## config.mk

```make
export PLATFORM = sky130hd
export DESIGN_NAME = wishbone_pipelined_controller_flat
export DESIGN_NICKNAME = d
export VERILOG_FILES = /design/src/rtl/wishbone_pkg.sv /design/src/rtl/wishbone_if.sv /design/src/rtl/wishbone_watchdog.sv /design/src/rtl/wishbone_pipelined_controller.sv /design/src/flat_wrapper.sv
export SDC_FILE = /design/constraint.sdc
export NUM_CORES = 1
export LEC_CHECK = 0
export CAP_MARGIN = 20
export CORE_MARGIN = 4
export CORE_UTILIZATION = 46
export DETAILED_ROUTE_END_ITERATION = 8
export PLACE_DENSITY = 0.85
export SYNTH_ARGS = -nofsm -noshare
export SYNTH_HDL_FRONTEND = slang
export SYNTH_SLANG_ARGS = --single-unit
```

## constraint.sdc

```tcl
create_clock -name clk_i -period 7.4 [get_ports clk_i]
set_clock_uncertainty 0.05 [all_clocks]
set_input_delay 1.11 -clock clk_i [delete_from_list [all_inputs] [get_ports clk_i]]
set_output_delay 1.11 -clock clk_i [all_outputs]
set_load 0.1 [all_outputs]
```

## src/rtl/wishbone_pkg.sv

```systemverilog
// rtl/wishbone_pkg.sv - shared types for the pipelined Wishbone controller
package wishbone_pkg;

  typedef enum logic [1:0] {
    RSP_OK    = 2'd0,
    RSP_ERR   = 2'd1,
    RSP_RTY   = 2'd2,
    RSP_ABORT = 2'd3
  } rsp_status_t;

  typedef enum logic [1:0] {
    IDLE  = 2'd0,
    BUS   = 2'd1,
    FLUSH = 2'd2
  } wb_ctrl_state_t;

  // err wins over rty, rty wins over ack when a slave asserts several at once
  function automatic rsp_status_t term_status(input logic err, input logic rty);
    if (err) return RSP_ERR;
    if (rty) return RSP_RTY;
    return RSP_OK;
  endfunction

endpackage

```

## src/rtl/wishbone_if.sv

```systemverilog
// rtl/wishbone_if.sv - Wishbone B4 pipelined bus signals with master/slave views
interface wishbone_if #(
  parameter  int ADR_WIDTH = 32,
  parameter  int DAT_WIDTH = 32,
  localparam int SEL_WIDTH = DAT_WIDTH / 8
);
  logic                 cyc_o;
  logic                 stb_o;
  logic                 we_o;
  logic [ADR_WIDTH-1:0] adr_o;
  logic [DAT_WIDTH-1:0] dat_o;
  logic [SEL_WIDTH-1:0] sel_o;
  logic [DAT_WIDTH-1:0] dat_i;
  logic                 ack_i;
  logic                 err_i;
  logic                 rty_i;
  logic                 stall_i;

  modport master (
    output cyc_o, stb_o, we_o, adr_o, dat_o, sel_o,
    input  dat_i, ack_i, err_i, rty_i, stall_i
  );

  modport slave (
    input  cyc_o, stb_o, we_o, adr_o, dat_o, sel_o,
    output dat_i, ack_i, err_i, rty_i, stall_i
  );
endinterface

```

## src/rtl/wishbone_watchdog.sv

```systemverilog
// rtl/wishbone_watchdog.sv - saturating no-termination cycle counter
module wishbone_watchdog #(
  parameter  int TIMEOUT_CYCLES = 255,
  localparam int WD_WIDTH       = $clog2(TIMEOUT_CYCLES + 1)
) (
  input  logic i_clk,
  input  logic i_rst_n,
  input  logic i_clear,
  input  logic i_enable,
  output logic o_expired
);
  logic [WD_WIDTH-1:0] r_cnt;

  always_ff @(posedge i_clk or negedge i_rst_n) begin
    if (!i_rst_n) begin
      r_cnt <= '0;
    end else if (i_clear) begin
      r_cnt <= '0;
    end else if (i_enable && (r_cnt != WD_WIDTH'(TIMEOUT_CYCLES))) begin
      r_cnt <= r_cnt + WD_WIDTH'(1);
    end
  end

  assign o_expired = (r_cnt == WD_WIDTH'(TIMEOUT_CYCLES));
endmodule

```

## src/rtl/wishbone_pipelined_controller.sv

```systemverilog
// rtl/wishbone_pipelined_controller.sv - request stream to Wishbone pipelined cycles
// Slaves terminate in issue order, so responses are produced directly from terminations.
module wishbone_pipelined_controller
  import wishbone_pkg::*;
#(
  parameter  int ADR_WIDTH       = 32,
  parameter  int DAT_WIDTH       = 32,
  parameter  int MAX_OUTSTANDING = 4,
  parameter  int TIMEOUT_CYCLES  = 255,
  localparam int SEL_WIDTH       = DAT_WIDTH / 8
) (
  input  logic                 clk_i,
  input  logic                 rst_ni,
  input  logic                 req_valid_i,
  output logic                 req_ready_o,
  input  logic                 req_we_i,
  input  logic [ADR_WIDTH-1:0] req_adr_i,
  input  logic [DAT_WIDTH-1:0] req_dat_i,
  input  logic [SEL_WIDTH-1:0] req_sel_i,
  output logic                 rsp_valid_o,
  output logic [DAT_WIDTH-1:0] rsp_dat_o,
  output rsp_status_t          rsp_status_o,
  wishbone_if.master           wb
);
  localparam int CNT_WIDTH = $clog2(MAX_OUTSTANDING + 1);

  wb_ctrl_state_t       r_state;
  logic [CNT_WIDTH-1:0] r_count;
  logic                 r_cyc;
  logic                 r_stb;
  logic                 r_we;
  logic [ADR_WIDTH-1:0] r_adr;
  logic [DAT_WIDTH-1:0] r_dat;
  logic [SEL_WIDTH-1:0] r_sel;
  logic                 r_rsp_valid;
  logic [DAT_WIDTH-1:0] r_rsp_dat;
  rsp_status_t          r_rsp_status;

  logic                 w_term;
  logic                 w_acc;
  logic                 w_abort;
  logic                 w_wd_expired;
  logic                 w_wd_clear;
  logic [CNT_WIDTH-1:0] w_cnt_nxt;

  assign w_term = (wb.ack_i | wb.err_i | wb.rty_i) && (r_count != '0) && (r_state == BUS);

  // Gated by reset so the client never sees ready while the block is held in reset
  assign req_ready_o = rst_ni && (r_state != FLUSH) && (!r_stb || !wb.stall_i) &&
                       ((r_count - CNT_WIDTH'(w_term)) < CNT_WIDTH'(MAX_OUTSTANDING));
  assign w_acc       = req_valid_i && req_ready_o;
  assign w_cnt_nxt   = r_count + CNT_WIDTH'(w_acc) - CNT_WIDTH'(w_term);
  assign w_abort     = (r_state == BUS) && (w_term ? (wb.err_i || wb.rty_i) : w_wd_expired);
  assign w_wd_clear  = w_term || (r_count == '0) || (r_state != BUS);

  wishbone_watchdog #(.TIMEOUT_CYCLES(TIMEOUT_CYCLES)) u_watchdog (
    .i_clk     (clk_i),
    .i_rst_n   (rst_ni),
    .i_clear   (w_wd_clear),
    .i_enable  (r_state == BUS),
    .o_expired (w_wd_expired)
  );

  always_ff @(posedge clk_i or negedge rst_ni) begin
    if (!rst_ni) begin
      r_state      <= IDLE;
      r_count      <= '0;
      r_cyc        <= 1'b0;
      r_stb        <= 1'b0;
      r_we         <= 1'b0;
      r_adr        <= '0;
      r_dat        <= '0;
      r_sel        <= '0;
      r_rsp_valid  <= 1'b0;
      r_rsp_dat    <= '0;
      r_rsp_status <= RSP_OK;
    end else begin
      r_rsp_valid  <= 1'b0;
      r_rsp_dat    <= '0;
      r_rsp_status <= RSP_OK;
      if (w_acc) begin
        r_we  <= req_we_i;
        r_adr <= req_adr_i;
        r_dat <= req_dat_i;
        r_sel <= req_sel_i;
      end
      case (r_state)
        IDLE: begin
          r_count <= w_cnt_nxt;
          if (w_acc) begin
            r_state <= BUS;
            r_cyc   <= 1'b1;
            r_stb   <= 1'b1;
          end
        end
        BUS: begin
          r_count <= w_cnt_nxt;
          if (w_term) begin
            r_rsp_valid  <= 1'b1;
            r_rsp_status <= term_status(wb.err_i, wb.rty_i);
            if (!wb.err_i && !wb.rty_i) r_rsp_dat <= wb.dat_i;
          end
          if (w_abort) begin
            r_state <= FLUSH;
            r_cyc   <= 1'b0;
            r_stb   <= 1'b0;
          end else begin
            if (w_cnt_nxt == '0) begin
              r_state <= IDLE;
              r_cyc   <= 1'b0;
            end
            if (w_acc) r_stb <= 1'b1;
            else if (!wb.stall_i) r_stb <= 1'b0;
          end
        end
        FLUSH: begin
          // Every transfer still counted, including one never taken by the slave, reports ABORT
          if (r_count != '0) begin
            r_count      <= r_count - CNT_WIDTH'(1);
            r_rsp_valid  <= 1'b1;
            r_rsp_status <= RSP_ABORT;
          end
          if ((r_count == '0) || (r_count == CNT_WIDTH'(1))) r_state <= IDLE;
        end
        default: r_state <= IDLE;
      endcase
    end
  end

  assign wb.cyc_o     = r_cyc;
  assign wb.stb_o     = r_stb;
  assign wb.we_o      = r_we;
  assign wb.adr_o     = r_adr;
  assign wb.dat_o     = r_dat;
  assign wb.sel_o     = r_sel;
  assign rsp_valid_o  = r_rsp_valid;
  assign rsp_dat_o    = r_rsp_dat;
  assign rsp_status_o = r_rsp_status;
endmodule

```

## src/flat_wrapper.sv

```systemverilog
// flat-port wrapper written by rule: the top's interface ports become plain ports
module wishbone_pipelined_controller_flat import wishbone_pkg::*;
#(
  parameter  int ADR_WIDTH       = 32,
  parameter  int DAT_WIDTH       = 32,
  parameter  int MAX_OUTSTANDING = 4,
  parameter  int TIMEOUT_CYCLES  = 255,
  localparam int SEL_WIDTH       = DAT_WIDTH / 8
)
  (clk_i, rst_ni, req_valid_i, req_ready_o, req_we_i, req_adr_i, req_dat_i, req_sel_i, rsp_valid_o, rsp_dat_o, rsp_status_o, wb_cyc_o, wb_stb_o, wb_we_o, wb_adr_o, wb_dat_o, wb_sel_o, wb_dat_i, wb_ack_i, wb_err_i, wb_rty_i, wb_stall_i);
  wishbone_if #(.ADR_WIDTH(ADR_WIDTH), .DAT_WIDTH(DAT_WIDTH)) wb_i ();
  input  logic clk_i;
  input  logic rst_ni;
  input  logic req_valid_i;
  output logic req_ready_o;
  input  logic req_we_i;
  input  logic [ADR_WIDTH-1:0] req_adr_i;
  input  logic [DAT_WIDTH-1:0] req_dat_i;
  input  logic [SEL_WIDTH-1:0] req_sel_i;
  output logic rsp_valid_o;
  output logic [DAT_WIDTH-1:0] rsp_dat_o;
  output rsp_status_t rsp_status_o;
  output wire logic [$bits(wb_i.cyc_o)-1:0] wb_cyc_o;
  output wire logic [$bits(wb_i.stb_o)-1:0] wb_stb_o;
  output wire logic [$bits(wb_i.we_o)-1:0] wb_we_o;
  output wire logic [$bits(wb_i.adr_o)-1:0] wb_adr_o;
  output wire logic [$bits(wb_i.dat_o)-1:0] wb_dat_o;
  output wire logic [$bits(wb_i.sel_o)-1:0] wb_sel_o;
  input wire logic [$bits(wb_i.dat_i)-1:0] wb_dat_i;
  input wire logic [$bits(wb_i.ack_i)-1:0] wb_ack_i;
  input wire logic [$bits(wb_i.err_i)-1:0] wb_err_i;
  input wire logic [$bits(wb_i.rty_i)-1:0] wb_rty_i;
  input wire logic [$bits(wb_i.stall_i)-1:0] wb_stall_i;
  assign wb_cyc_o = wb_i.cyc_o;
  assign wb_stb_o = wb_i.stb_o;
  assign wb_we_o = wb_i.we_o;
  assign wb_adr_o = wb_i.adr_o;
  assign wb_dat_o = wb_i.dat_o;
  assign wb_sel_o = wb_i.sel_o;
  assign wb_i.dat_i = wb_dat_i;
  assign wb_i.ack_i = wb_ack_i;
  assign wb_i.err_i = wb_err_i;
  assign wb_i.rty_i = wb_rty_i;
  assign wb_i.stall_i = wb_stall_i;
  wishbone_pipelined_controller #(.ADR_WIDTH(ADR_WIDTH), .DAT_WIDTH(DAT_WIDTH), .MAX_OUTSTANDING(MAX_OUTSTANDING), .TIMEOUT_CYCLES(TIMEOUT_CYCLES)) u_core (.clk_i(clk_i), .rst_ni(rst_ni), .req_valid_i(req_valid_i), .req_ready_o(req_ready_o), .req_we_i(req_we_i), .req_adr_i(req_adr_i), .req_dat_i(req_dat_i), .req_sel_i(req_sel_i), .rsp_valid_o(rsp_valid_o), .rsp_dat_o(rsp_dat_o), .rsp_status_o(rsp_status_o), .wb(wb_i));
endmodule
```

### After elaboration in Yosys (flattened, before gate mapping)

Cells that the tools add are included.

| storage, ports and cells | value |
|---|---|
| bits in registers | 119 |
| input port bits | 108 |
| output and inout port bits | 107 |
| logic and storage cells | 100 |

| operators by class | value |
|---|---|
| add/sub/neg operators | 5 |
| $lt $le $gt $ge | 1 |
| equality and inequality tests | 12 |
| mux-type cells | 38 |
| bitwise operators | 2 |
| reductions and logical operators | 30 |

Operators with widths:

| operator | number |
|---|---|
| $mux 32 | 3 |
| $mux 2 | 10 |
| $mux 1 | 16 |
| $mux 8 | 2 |
| $logic_and 1x1->1 | 9 |
| $reduce_and 3->1 | 3 |
| $add 8x1->8 const B | 1 |
| $eq 8x8->1 const B | 1 |
| $ne 2x1->1 const B | 4 |
| $ne 8x8->1 const B | 1 |
| $logic_not 3->1 | 2 |
| $pmux 1 s2 | 3 |
| $pmux 2 s3 | 1 |
| $pmux 3 s2 | 1 |
| $reduce_bool 2->1 | 3 |
| $sub 3x1->3 | 2 |
| $logic_or 1x1->1 | 5 |
| $logic_not 1->1 | 4 |
| $ne 4x2->1 const B | 1 |
| $pmux 2 s2 | 1 |
| $add 3x1->3 | 1 |
| $eq 3x1->1 const B | 1 |
| $lt 3x3->1 const B | 1 |
| $mux 3 | 1 |
| 10 further kinds | 11 |

### Logic depth before layout (Yosys ltp)

| logic depth | value |
|---|---|
| depth after elaboration | 14 |
| gate-level depth with buffers | 18 |
| gate-level depth less buffers | 16 |

### Hierarchy

From an unflattened synthesis, not the netlist that was laid out.

| unflattened totals | value |
|---|---|
| cell total of the unflattened synthesis | 352 |
| area, all modules | 5091.1 sq um |

By module, submodules not included:

| module | instances | cells each | area an instance (sq um) | seq. area each (sq um) |
|---|---|---|---|---|
| wishbone_pipelined_controller | 1 | 305 | 4616.9 | 2777.7 |
| wishbone_watchdog | 1 | 47 | 474.2 | 200.2 |

### Worst setup path before layout

OpenSTA, ideal clock, no wires.

| path | value |
|---|---|
| path kind | input port to flip-flop |
| start | input port wb_rty_i |
| end | register u_core.r_state[1] |
| setup time | 79 ps |
| arrival | 4148 ps |
| data required time | 7271 ps |
| setup slack | 3123 ps |
| stages | 16 |
| path buffers | 2 |
| path through | or3_4 nand3_1 inv_1 ha_1 ha_1 xnor2_2 and4_4 buf_12 buf_8 ha_1 inv_1 fa_1 xor2_1 o221ai_1 o211ai_1 mux2i_1 |

| between the ends | value |
|---|---|
| cells in the longest elaborated chain, start to end | 12 |
| elaborated cells on any way between the ends | 18 |
| those cells by class | add/sub: 3; order compare: 1; eq/ne: 2; mux: 3; bitwise: 1; reduce/logical: 8 |

Ends and longest elaborated chain:

| what | RTL line | source |
|---|---|---|
| start, declared | flat_wrapper.sv:32 | `input wire logic [$bits(wb_i.rty_i)-1:0] wb_rty_i;` |
| $or 1x1->1 * | wishbone_pipelined_controller.sv:46 | `assign w_term = (wb.ack_i \| wb.err_i \| wb.rty_i) && (r_count != '0) && (r_state == BUS);` |
| $logic_and 1x1->1 * (2 in a row) | wishbone_pipelined_controller.sv:46 |  |
| $sub 3x1->3 * | wishbone_pipelined_controller.sv:50 | `((r_count - CNT_WIDTH'(w_term)) < CNT_WIDTH'(MAX_OUTSTANDING));` |
| $lt 3x3->1 * | wishbone_pipelined_controller.sv:50 |  |
| $logic_and 1x1->1 * | wishbone_pipelined_controller.sv:49 | `assign req_ready_o = rst_ni && (r_state != FLUSH) && (!r_stb \|\| !wb.stall_i) &&` |
| $logic_and 1x1->1 * | wishbone_pipelined_controller.sv:51 | `assign w_acc = req_valid_i && req_ready_o;` |
| named net u_core.w_acc | wishbone_pipelined_controller.sv:40 | `logic w_acc;` |
| $add 3x1->3 | wishbone_pipelined_controller.sv:52 | `assign w_cnt_nxt = r_count + CNT_WIDTH'(w_acc) - CNT_WIDTH'(w_term);` |
| $sub 3x1->3 | wishbone_pipelined_controller.sv:52 |  |
| $logic_not 3->1 | wishbone_pipelined_controller.sv:108 | `if (w_cnt_nxt == '0) begin` |
| $ne 3x1->1 (no line) | - |  |
| $reduce_and 3->1 (no line) * | - |  |
| end signal, assigned | wishbone_pipelined_controller.sv:66 | `r_state <= IDLE;` |
| end signal, assigned | wishbone_pipelined_controller.sv:104 | `r_state <= FLUSH;` |
| end signal, assigned | wishbone_pipelined_controller.sv:109 | `r_state <= IDLE;` |
| end, declared | wishbone_pipelined_controller.sv:27 | `wb_ctrl_state_t r_state;` |

Mark *: on every way through the listed nets, which the timed path passes. The rest lies on a longest branch.
A chain may end at the register's enable or synchronous reset.

### Final worst setup path

| path | value |
|---|---|
| start | input port wb_rty_i |
| end | output port req_ready_o |

| between the ends | value |
|---|---|
| cells in the longest elaborated chain, start to end | 6 |

Ends and longest elaborated chain:

| what | RTL line | source |
|---|---|---|
| $or 1x1->1 | wishbone_pipelined_controller.sv:46 |  |
| $logic_and 1x1->1 (2 in a row) | wishbone_pipelined_controller.sv:46 |  |
| $sub 3x1->3 | wishbone_pipelined_controller.sv:50 |  |
| $lt 3x3->1 | wishbone_pipelined_controller.sv:50 |  |
| $logic_and 1x1->1 | wishbone_pipelined_controller.sv:49 |  |
| end, declared | flat_wrapper.sv:15 | `output logic req_ready_o;` |

Every way passes these cells.

==> impl_metrics.tcl <==
set metrics [dict create \
    layout_commonest_cell "clkdlybuf4s50_1" \
    cts_root_buffer "clkbuf_8" \
    relSlewSlack 0.251 \
    slew_viol_final 0 \
    setup_viol 0 \
    peakVddDrop_uv 152 \
    grt_usage 0.221 \
    hpwl_mm 9.94 \
    synthSimpleGateAreaFrac 0.0897 \
    dieArea_um2 12900 \
    post_cts_resize_count 0 \
    cp-startpoint "wb_rty_i" \
    avgSynthCellArea_um2 14.9 \
    critPathKind "in2out" \
    crit_path_end_kind "output port" \
    core-area_um2 10900 \
    cp.arrival_ns 4.25 \
    cap_violations 0 \
    clkLatencyLatePin_ns 0.51 \
    ys_ff_latch 119 \
    synth-compound-area-share 0.0416 \
    h-tree-depth 4 \
    cts_buffers 17 \
    async_flop_share 1.00 \
    die_w_um 114 \
    drt_wl_total_mm 13.8 \
    cts_setup_buffers 0 \
    gr-total-overflow 0 \
    first_iter_violations 218 \
    antenna_found_initial 0 \
    syn_to_final_growth_pct 52.8 \
    finalInstanceArea_um2 7860 \
    postRouteAntennaNets 0 \
    r2r_start "u_core.r_state[1]" \
    dr.pass1.iters 4 \
    gp_congestion 0.852 \
    grt_pass1_wl_mm 21.6 \
    wl_per_cell_um 19.1 \
    dp_cells 690 \
    io_buffers 214 \
    fin_nets 688 \
    synth_top_family_by_area "multiplexers" \
    yosys.area_share.xor_xnor 0.00997 \
    syn_area_um2 5140 \
    tritoncts "built" \
    finalHoldViolCount 0 \
    vias_per_cell 4.99 \
    yosys_warnings 0 \
    yosysUniqueCellTypes 48 \
    r2r_end "u_core.r_state[1]" \
    grt_pass1_vias 3832 \
    period_needed_ns 5.41 \
    synthMuxAreaShare 0.209 \
    hold_buffers 0 \
    synth_top_flop_cell "dfrtp_1" \
    io_pins 215 \
    setup-tns-final_ns 0 \
    start_kind "primary input" \
    reg2reg_slack_ns 3.45 \
    worst_slew_pin_slew_ns 1.12 \
    post_dp_cell_area_um2 7310 \
    synth-adder-area-share 0.0282 \
    power.density_nw_per_um2 214 \
    dp_slack_ns 1.99 \
    rows 38 \
    instances_no_fill 721 \
    r2r_cells 15 \
    layout_common_cells "clkdlybuf4s50_1, dfrtp_1, mux2_4" \
    clk_pin_slew_worst_paths_ns 0.05 \
    critPathRequiredTime_ns 6.24 \
    syn_inst 346 \
    hold_start "u_core.wb.adr_o[1]" \
    status "complete, no violations" \
    ys_seq_area_frac 0.579 \
    fin_crit_sh 0.732 \
    max_freq_mhz 185 \
    synth_edf_count 0 \
    grt_max_degree 72 \
    n_antenna_cell 0 \
    initial_utilization 0.473 \
    cts.path.max_buffers 2 \
    min_path_type "reg2reg" \
    drive_gt1_frac 0.182 \
    p_leak_nw 3.58 \
    holdWs_ns 0.440 \
    clock-sinks 119 \
    rsz0062_at_grt "false" \
    timing.critical_path.fanout_max 4 \
    vias 3600 \
    die_h_um 114 \
    synth_nets 465 \
    setup.worst_path.end "req_ready_o" \
    final.setup.worst_slack_ns 1.99 \
    drc 0 \
]
-- metal layers --
metal / GRT usage / up-vias / part of all wire
li1: - / 1634 / -
met4: 0.0857 / 0 / 0.019
met2: 0.362 / 153 / 0.49
met5: 0 / - / 0
met1: 0.261 / 1788 / 0.39
met3: 0.0881 / 25 / 0.094
-- Yosys cell counts, types with 2 or more instances --
| cell | n | area (um2) |
|---|---|---|
| nand3_1 | 4 | 20.0 |
| mux2_4 | 66 | 991 |
| nand2b_1 | 2 | 12.5 |
| dfrtp_1 | 119 | 2980 |
| buf_12 | 7 | 140 |
| mux2_1 | 3 | 33.8 |
| mux2i_1 | 5 | 50.1 |
| inv_1 | 12 | 45.0 |
| and2_1 | 32 | 200 |
| nor2_1 | 20 | 75.1 |
| and3_1 | 2 | 12.5 |
| nand4_1 | 2 | 12.5 |
| nand2_1 | 8 | 30.0 |
| a21oi_1 | 6 | 30.0 |
| xor2_1 | 3 | 26.3 |
| nor3_2 | 3 | 30.0 |
| o21ai_0 | 9 | 45.0 |
| clkbuf_1 | 4 | 15.0 |
| ha_1 | 10 | 125 |
-- through the flow --
| step | util | total power [mW] |
|---|---|---|
| floorplan | - | 0.814 |
| CTS | 0.722 | 1.70 |
| global route | 0.722 | 1.74 |
| global placement | 0.671 | 0.918 |
| detailed placement | 0.671 | 0.922 |
| finish | 0.722 | 1.68 |
-- kinds of logic (layout without fill, tap and decap cells) --
kind of cell,Yosys count,in the layout
compound gates,31,31
xor+xnor,5,5
fa+ha+maj,11,11
buf+inv,25,260
flops,119,119
mux,74,74
simple gates,81,81
-- sequential cells by signal, summed over array words and instances (netlist names), 2 cells and up --
| register | flops |
|---|---|
| u_core.rsp_dat_o | 32 |
| u_core.r_state | 2 |
| u_core.u_watchdog.r_cnt | 8 |
| u_core.wb.adr_o | 32 |
| u_core.rsp_status_o | 2 |
| u_core.wb.dat_o | 32 |
| u_core.r_count | 3 |
| u_core.wb.sel_o | 4 |
-- final cells by class --
cell class / count / area [um2]
Clock buffer: 22 / 453
Timing Repair Buffer: 217 / 2160
Multi-Input combinational cell: 202 / 1950
Tap cell: 140 / 175
Fill cell: 704 / 3030
Inverter: 12 / 45.0
Clock inverter: 9 / 101
Sequential cell: 119 / 2980
-- critical path: stages --
cell	delay, ns
clkdlybuf4s50_1	0.47
or3_4	0.43
nand3_1	0.16
inv_1	0.07
ha_1	0.22
ha_1	0.22
xnor2_2	0.24
and3_1	0.19
clkdlybuf4s50_1	1.14
-- where the power goes --
part	internal [mW]	switching, mW	leakage (nW)
sequential	0.666	0.00863	1.61
combinational	0.0915	0.145	1.70
clock	0.492	0.277	0.274
-- how the worst min path moves through the flow --
stage | endpoint | slack (ns) | cells past startpoint
final | u_core.wb.adr_o[1] | 0.44 | 1
after global routing | u_core.wb.adr_o[1] | 0.46 | 1
after CTS | u_core.wb.adr_o[1] | 0.44 | 1
after detailed placement | u_core.wb.adr_o[1] | 0.43 | 1
after global placement | u_core.wb.adr_o[1] | 0.42 | 1
after floorplan | u_core.u_watchdog.r_cnt[5] | 0.46 | 2
Note: power is estimated with default switching activity, not from simulation.
